<file path="config.mk">
export PLATFORM = sky130hd
export DESIGN_NAME = mux_arbiter
export DESIGN_NICKNAME = d
export VERILOG_FILES = /design/src/rtl/mux_arbiter.sv
export SDC_FILE = /design/constraint.sdc
export NUM_CORES = 1
export LEC_CHECK = 0
export BUFFER_PORTS_ARGS = -buffer_cell sky130_fd_sc_hd__buf_2
export CORE_MARGIN = 3
export CORE_UTILIZATION = 30
export CTS_CLUSTER_SIZE = 10
export DETAILED_ROUTE_END_ITERATION = 6
export GPL_ROUTABILITY_DRIVEN = 1
export PLACE_DENSITY = 0.57
export SYNTH_ARGS = -nofsm -noshare
export SYNTH_HDL_FRONTEND = slang
export SYNTH_SLANG_ARGS = --single-unit
</file>
<file path="constraint.sdc">
create_clock -name clk -period 1.3 [get_ports clk]
set_clock_uncertainty 0.15 [all_clocks]
set_input_delay 0.195 -clock clk [delete_from_list [all_inputs] [get_ports clk]]
set_output_delay 0.195 -clock clk [all_outputs]
set_load 0.05 [all_outputs]
</file>
<file path="src/rtl/mux_arbiter.sv">
`default_nettype none
// ============================================================================
//  Module      : mux_arbiter
//  Description : Round-robin arbiter for a shared 2:1 datapath mux, with a
//                one-entry valid/ready output register and burst capping.
//  Revision    : 1.0
// ============================================================================
module mux_arbiter #(
    parameter int WIDTH     = 16,
    parameter int MAX_BURST = 4
) (
    input  logic             clk,
    input  logic             rst,
    input  logic             a_req,
    input  logic [WIDTH-1:0] a_data,
    output logic             a_ack,
    input  logic             b_req,
    input  logic [WIDTH-1:0] b_data,
    output logic             b_ack,
    output logic             sel,
    output logic             out_valid,
    output logic [WIDTH-1:0] out_data,
    input  logic             out_ready,
    output logic             busy
);

    localparam int CW = $clog2(MAX_BURST + 1);
    localparam logic [CW-1:0] c_one       = CW'(1);
    localparam logic [CW-1:0] c_burst_end = CW'(MAX_BURST - 1);

    localparam logic [0:0] S_IDLE  = 1'b0;
    localparam logic [0:0] S_GRANT = 1'b1;

    logic [0:0]       r_state;
    logic [0:0]       w_state_nxt;
    logic             r_sel;
    logic             w_sel_nxt;
    logic             r_last_sel;
    logic             w_last_sel_nxt;
    logic [CW-1:0]    r_burst_cnt;
    logic [CW-1:0]    w_burst_nxt;
    logic             r_out_valid;
    logic [WIDTH-1:0] r_out_data;

    logic w_req_sel;
    logic w_space;
    logic w_cap;

    assign w_req_sel = r_sel ? b_req : a_req;
    assign w_space   = ~r_out_valid | out_ready;
    // Gated by rst so a reset cycle never acknowledges a word it then discards.
    assign w_cap     = (r_state == S_GRANT) & w_req_sel & w_space & ~rst;

    always_ff @(posedge clk) begin
        if (rst) begin
            r_state     <= S_IDLE;
            r_sel       <= 1'b0;
            r_last_sel  <= 1'b1;
            r_burst_cnt <= '0;
        end else begin
            r_state     <= w_state_nxt;
            r_sel       <= w_sel_nxt;
            r_last_sel  <= w_last_sel_nxt;
            r_burst_cnt <= w_burst_nxt;
        end
    end

    always_comb begin
        w_state_nxt    = r_state;
        w_sel_nxt      = r_sel;
        w_last_sel_nxt = r_last_sel;
        w_burst_nxt    = r_burst_cnt;
        case (r_state)
            S_IDLE: begin
                if (a_req && b_req) begin
                    w_sel_nxt   = ~r_last_sel;
                    w_state_nxt = S_GRANT;
                end else if (a_req || b_req) begin
                    w_sel_nxt   = b_req;
                    w_state_nxt = S_GRANT;
                end
            end
            S_GRANT: begin
                if (!w_req_sel || (w_cap && (r_burst_cnt == c_burst_end))) begin
                    w_state_nxt    = S_IDLE;
                    w_last_sel_nxt = r_sel;
                    w_burst_nxt    = '0;
                end else if (w_cap) begin
                    w_burst_nxt = r_burst_cnt + c_one;
                end
            end
            default: begin
                w_state_nxt = S_IDLE;
                w_burst_nxt = '0;
            end
        endcase
    end

    always_comb begin
        a_ack = w_cap & ~r_sel;
        b_ack = w_cap &  r_sel;
        busy  = (r_state == S_GRANT);
    end

    // Output register runs independently of the FSM; drain and refill may coincide.
    always_ff @(posedge clk) begin
        if (rst) begin
            r_out_valid <= 1'b0;
            r_out_data  <= '0;
        end else if (w_cap) begin
            r_out_valid <= 1'b1;
            r_out_data  <= r_sel ? b_data : a_data;
        end else if (r_out_valid && out_ready) begin
            r_out_valid <= 1'b0;
        end
    end

    assign sel       = r_sel;
    assign out_valid = r_out_valid;
    assign out_data  = r_out_data;

endmodule
`default_nettype wire

</file>
# Yosys cells after proc, flatten, opt, wreduce, memory -nomap -nowiden
# Cells that the tools add are included.
# word_totals
in_bits,37
register_bits,23
word_cells,43
# classes
mux,12
n_addsub,1
bitwise_logic,11
reduce_logical,12
n_eq_ne,1
# op_table
operator,count
$mux W16,1
$mux W1,8
$mux W3,2
$reduce_and A2 Y1,3
$reduce_bool A2 Y1,3
$and A1 B1 Y1,5
$not A1 Y1,5
$add A3 B1 Y3 const B,1
$eq A3 B2 Y1 const B,1
$logic_and A1 B1 Y1,3
$logic_or A1 B1 Y1,2
$pmux W1 S2,1
$logic_not A1 Y1,1
$or A1 B1 Y1,1

# Depth between registers and ports, before layout
# Gate-level depths: netlist of run 1.
# depth
word_depth,8
mapped_depth,6

# Least setup slack after synthesis of run 1
# No wires, ideal clock.
# synth_path
kind,register to output
from,register r_state (netlist: busy)
to,output a_ack
path_slack_ps,-754
path_stages_with_launch,6
arrival_ps,1709
required_ps,955
path_cell_list,dfxtp_1 > buf_2 > and3_1 > buf_6 > buf_6 > and2_1
# synth_via
elab_chain_cells,4
# synth_rtl
element,line_no,rtl
"start, declared",34,logic [0:0] r_state;
"start signal, assigned",61,r_state <= w_state_nxt;
$and A1 B1 Y1 (3 in series),52,assign w_cap = (r_state == S_GRANT) & w_req_sel & w_space & ~rst;
$and A1 B1 Y1,100,a_ack = w_cap & ~r_sel;
"end, declared",16,"output logic a_ack,"
# No other way between the ends.

# Final worst setup path of run 1
# layout_path
from,register r_sel (netlist: sel)
to,output a_ack
# layout_via
elab_chain_cells,5
word_cells_on_any_way,6
# layout_rtl
element,line_no,rtl
"start, declared",36,logic r_sel;
"start signal, assigned",62,r_sel <= w_sel_nxt;
$mux W1,49,assign w_req_sel = r_sel ? b_req : a_req;
$and A1 B1 Y1 (3 in series),52,
$and A1 B1 Y1 (*),100,
# Every way passes the cells marked *; elsewhere a longest branch is shown, timed or not.

==> impl_metrics.ini, run 1 <==
[setup_path]
arrival_ns = 1.23
r2r_start = sel$_SDFFE_PP0P_
crit_path_start_kind = flop
cp.buffers_inverters = 2
worstPathCellList = nor2b_4, buf_12, and2_4, buf_8
rrSetupSlack_ns = -0.23
crit_required_ns = 0.95
end_kind = output port
crit_family = flip-flops
crit_type = flop to output port
path_depth = 4
r2r_cells = 6
cp_max_fo = 3
crit_end = a_ack
slowest_delay_ns = 0.38
reg2reg_to = r_burst_cnt[0]$_SDFFE_PP0P_
slowest_stage = dfxtp_4
cp-startpoint = sel$_SDFFE_PP0P_

[drt]
wl_met2_mm = 1.62
drc_errors = 0
routed_wl_mm = 3.14
via_per_inst = 4.82
ant_nets = 0
num_vias = 1153
first_iter_violations = 23
wire_per_inst_um = 13.1
wl_met1_mm = 1.29
wl_met3_um = 225
first_pass_iters = 4
highest_layer = met4

[global_route]
first_global_vias = 1101
grt_pass1_wl_mm = 4.85
overflow = 0
antenna_found_initial = 0
grt_start_max_net_pins = 22
grt_usage = 0.140

[floorplanning]
die-area_um2 = 4410
rows = 21
die_w_um = 66.4
start_util = 0.321
core_um2 = 3420
fp.dieH_um = 66.4
ioPinCount = 58

[outcome]
status = finished with violations
violations = setup timing

[power]
clkPwrFrac = 0.205
p_int_uw = 1090
seq_power_share = 0.479
power_density_nw_per_um2 = 831
ir_drop_v = 0.000456
pwr-share-comb = 0.316
p_sw_frac = 0.305
power_switching_uw = 480
leakage_uw = 0.000847

[synth]
muxShareOfSynthArea = 0.0103
ys_ff_latch = 23
synth_compound_area_frac = 0.331
synthXorXnorAreaFrac = 0
postSynthAreaPerCell_um2 = 9.61
yosysSeqAreaShare = 0.420
yosys_warnings = 0
synthAdderAreaFrac = 0.0228
syn_inst = 114
synthDistinctLibCells = 27
syn-num-nets = 153
synthSimpleGateAreaFrac = 0.124
syn_area_um2 = 1100
synth_top_family_by_area = compound AO/OA/AOI/OAI gates

[worst_hold_path]
hold_path.class = input pin to flop

[timing]
setup_viol = 25
finalCritPeriodShare = 1.21
rsz0062_at_grt = yes
fmax_mhz = 633
hold_viol = 0
worst_pin_slew_ns = 0.283
period_minus_slack_ns = 1.58
slew_viol_final = 0
fin_ws_ns = -0.279
max-slew-margin-rel = 0.812

[finish]
drive_gt1_frac = 0.653
antenna_cells = 0
final_area_um2 = 1890
nFillCells = 319
stdcell_count = 239
nNetsFinal = 233
syn_to_final_growth_pct = 72.8

[cts]
htree_levels = 1
clkSinkCount = 23
path_clk_slew_ns = 0.12
numCtsBuffers = 3
cts_max_path_buffers = 2
clkLatencyLatePin_ns = 0.30
tritoncts = built
cts_root_buf = clkbuf_4

[placement]
hpwl_mm = 2.26
placed_cells = 225
gp_congestion = 0.731
place_area_um2 = 1560
portBuffers = 57

[flow_run]
drv_cap = 0
-- power by group through the flow --
stage	registers (uW)	clock network [uW]	logic [uW]
global placement	762	0	392
detailed placement	763	0	396
floorplan	845	0	183
global route	757	374	534
finish	753	322	498
CTS	750	341	446
-- through the flow --
step / power [uW] / setup slack (ns) / hold WS [ns] / util / TNS (ns)
after floorplan: 1030 / -0.236 / 0.206 / - / -2.65
after global placement: 1150 / -0.110 / 0.318 / 0.456 / -2.02
after detailed placement: 1160 / -0.148 / 0.323 / 0.456 / -2.51
after CTS: 1540 / -0.265 / 0.0746 / 0.505 / -4.60
after global routing: 1660 / -0.339 / 0.0842 / 0.555 / -5.86
final: 1570 / -0.279 / 0.0886 / 0.555 / -4.14
-- worst min path at each step --
stage,from,endpoint,slack [ns],cells past startpoint
after floorplan,rst,r_last_sel$_SDFFE_PP1P_,0.21,2
after global placement,r_burst_cnt[2]$_SDFFE_PP0P_,r_burst_cnt[2]$_SDFFE_PP0P_,0.32,1
after detailed placement,r_burst_cnt[2]$_SDFFE_PP0P_,r_burst_cnt[2]$_SDFFE_PP0P_,0.32,1
after CTS,b_data[7],out_data[7]$_SDFFE_PP0P_,0.07,4
after global routing,a_data[10],out_data[10]$_SDFFE_PP0P_,0.08,4
final,b_data[7],out_data[7]$_SDFFE_PP0P_,0.09,4
-- layer usage --
metal,global-route usage,vias to the layer above
li1,-,582
met1,0.168,530
met2,0.249,39
met3,0.0408,2
met4,0.0228,0
met5,0,-
-- cell usage after synthesis, drive strengths merged --
library cell / count / share of area
a22o: 18 / 0.14
buf: 8 / 0.064
nand2: 1 / 0.0034
nand2b: 1 / 0.0057
a21boi: 1 / 0.0069
o221ai: 1 / 0.0080
nor2: 17 / 0.058
a21oi: 3 / 0.014
mux2: 1 / 0.010
o21a: 1 / 0.0069
o21bai: 1 / 0.0069
ha: 2 / 0.023
clkbuf: 2 / 0.0069
o211ai: 1 / 0.0069
o2111ai: 1 / 0.024
a22oi: 16 / 0.11
and3: 2 / 0.011
nor3: 3 / 0.018
nor2b: 1 / 0.0080
o21ai: 1 / 0.0046
dfxtp: 23 / 0.42
inv: 6 / 0.021
and2: 3 / 0.019
-- logic make-up (layout without fill, tap and decap cells) --
group / count (synthesis) / in the layout
DFF: 23 / 23
buffers and inverters: 16 / 95
and+or+nand+nor: 28 / 28
adders and majority gates: 2 / 2
AOI/OAI and AO/OA: 44 / 44
muxes: 1 / 1
-- sequential cells by signal, summed over array words and instances (netlist names) --
name / count
out_data: 16
r_burst_cnt: 3
busy: 1
out_valid: 1
r_last_sel: 1
sel: 1
-- layout make-up --
class	count	area (um^2)	area share
Inverter	6	22.5	0.0119
Multi-Input combinational cell	75	696	0.367
Timing Repair Buffer	85	618	0.326
Clock buffer	4	26.3	0.0139
Tap cell	46	57.6	0.0304
Sequential cell	23	474	0.250
-- placed cells by master (no fill, tap or decap), drive strengths merged, types with 3 or more instances in the layout --
cell type  instances
buf               76
dfxtp             23
a22o              18
nor2              17
a22oi             16
clkbuf            13
inv                6
and2               3
a21oi              3
nor3               3
-- repair_timing --
item	in CTS	in global routing
resized for setup	26	42
setup endpoints to repair	26	42
hold buffers	0	0
pin swaps	2	21
gates cloned	0	0
setup buffers	5	5
-- worst min-delay path: stages --
cell	delay, ns
buf_2	0.07
a22o_1	0.12
a22oi_2	0.05
nor2_1	0.07
No activity file was read; power rests on OpenSTA's default activity.
==> inputs of run 2 (changes only) <==
--- a/constraint.sdc
+++ b/constraint.sdc
@@ -3,3 +3,3 @@
 set_input_delay 0.195 -clock clk [delete_from_list [all_inputs] [get_ports clk]]
 set_output_delay 0.195 -clock clk [all_outputs]
-set_load 0.05 [all_outputs]
+set_load 0.01 [all_outputs]
==> run 2 against run 1 <==
The flow still finishes with violations (setup timing). Core utilization fell by 2.1 points. Global-route usage increased by 0.18 points. Critical path type unchanged. Sequential share of layout area grew 0.86 points. Non-clock buffer count shrank 1. Worst hold slack worse by 0.0030 ns.
==> impl_metrics.ini, run 2 (synthesized netlist as in run 1, its figures left out) <==
[timing]
max-slew-margin-rel = 0.801
fin_ws_ns = -0.229
period_minus_slack_ns = 1.53
worst_pin_slew_ns = 0.299
slew_viol_final = 0
setup_viol = 24
finalCritPeriodShare = 1.18
fmax_mhz = 654
rsz0062_at_grt = yes
hold_viol = 0

[cts]
htree_levels = 1
cts_max_path_buffers = 2
clkSinkCount = 23
numCtsBuffers = 3
cts_root_buf = clkbuf_4
clkLatencyLatePin_ns = 0.30
path_clk_slew_ns = 0.12
tritoncts = built

[drt]
num_vias = 1140
first_iter_violations = 26
via_per_inst = 4.79
first_pass_iters = 4
drc_errors = 0
routed_wl_mm = 3.19
wire_per_inst_um = 13.4
ant_nets = 0

[setup_path]
reg2reg_to = r_burst_cnt[0]$_SDFFE_PP0P_
cp_common_cell = buf_6
end_kind = output port
crit_type = flop to output port
rrSetupSlack_ns = -0.23
r2r_cells = 5
arrival_ns = 1.18
crit_required_ns = 0.95
slowest_stage = dfxtp_4
r2r_start = sel$_SDFFE_PP0P_
crit_path_start_kind = flop
slowest_delay_ns = 0.38
worstPathCellList = nor2b_4, buf_6, and2_4, buf_6
cp_max_fo = 3

[worst_hold_path]
min-delay-start = b_data[1]
hold_path.class = input pin to flop
min_to = out_data[1]$_SDFFE_PP0P_
hold_depth = 4

[power]
power_density_nw_per_um2 = 816
ir_drop_v = 0.000377
leakage_uw = 0.000853

[floorplanning]
fp.dieH_um = 66.4
die-area_um2 = 4410
start_util = 0.321
rows = 21
core_um2 = 3420
die_w_um = 66.4
ioPinCount = 58

[finish]
nFillCells = 329
final_cell_mix = buf_2, a22o_1, dfxtp_1, nor2_1, buf_4
nNetsFinal = 232
largest_reg_flops = 16
final_common_cell = buf_2
drive_gt1_frac = 0.615
stdcell_count = 238
syn_to_final_growth_pct = 66.2
antenna_cells = 0

[global_route]
grt_start_max_net_pins = 22
grt_usage = 0.142
antenna_found_initial = 0
first_global_vias = 1090
grt_pass1_wl_mm = 4.87
overflow = 0

[outcome]
violations = setup timing
status = finished with violations

[placement]
hpwl_mm = 2.26
portBuffers = 57
gp_congestion = 0.735
pre_cts_slack_ns = -0.130
placed_cells = 224

[flow_run]
drv_cap = 0
[run 2: worst max-delay path by stage]
stage | start | to | slack (ns) | cells after the start
floorplan | sel$_SDFFE_PP0P_ | r_burst_cnt[0]$_SDFFE_PP0P_ | -0.08 | 4
global placement | r_burst_cnt[0]$_SDFFE_PP0P_ | r_burst_cnt[0]$_SDFFE_PP0P_ | -0.09 | 5
detailed placement | sel$_SDFFE_PP0P_ | out_data[11]$_SDFFE_PP0P_ | -0.13 | 5
CTS | sel$_SDFFE_PP0P_ | b_ack | -0.27 | 4
global route | sel$_SDFFE_PP0P_ | out_data[3]$_SDFFE_PP0P_ | -0.29 | 6
finish | sel$_SDFFE_PP0P_ | a_ack | -0.23 | 4
[run 2: metrics by stage]
stage | util | power [uW] | setup TNS [ns] | hold WS [ns] | instance area [um^2]
after floorplan | - | 952 | -0.850 | 0.206 | 1140
after global placement | 0.447 | 1070 | -1.56 | 0.322 | 1530
after detailed placement | 0.447 | 1080 | -2.48 | 0.326 | 1530
after CTS | 0.505 | 1460 | -5.03 | 0.0751 | 1730
after global routing | 0.533 | 1570 | -5.93 | 0.103 | 1820
final | 0.533 | 1490 | -4.42 | 0.0856 | 1820
[run 2: per-layer routing]
metal	GRT usage	vias to the layer above	part of all wire
met4	0.0457	0	0.0053
li1	-	576	-
met3	0.0289	2	0.060
met2	0.248	29	0.53
met1	0.172	533	0.41
met5	0	-	0
[run 2: where the power goes]
group          leakage, uW  internal (uW)  switching (uW)
clock network    0.0000177            115             206
registers         0.000190            733            20.4
logic             0.000646            235             178
[run 2: critical path, delay by kind of cell, from the launching register on]
family	cells	cell delay (ns)
and+or+nand+nor	2	0.28
buffers and inverters	2	0.22
DFF	1	0.38
[run 2: cell type report]
cell class / count / area, um^2 / area share
clock inverter: 1 / 5.00 / 0.00275
multi-input combinational: 75 / 662 / 0.363
tap: 46 / 57.6 / 0.0316
inverter: 6 / 22.5 / 0.0124
sequential: 23 / 472 / 0.259
clock buffer: 3 / 22.5 / 0.0124
timing repair buffer: 84 / 581 / 0.319
[run 2: what timing repair did]
action	4_1_cts	5_1_grt
pin swaps	5	24
buffers inserted	6	4
gates resized for setup	28	11
hold endpoints to repair	0	0
setup endpoints to repair	25	26
hold buffers	0	0
cloned	0	1
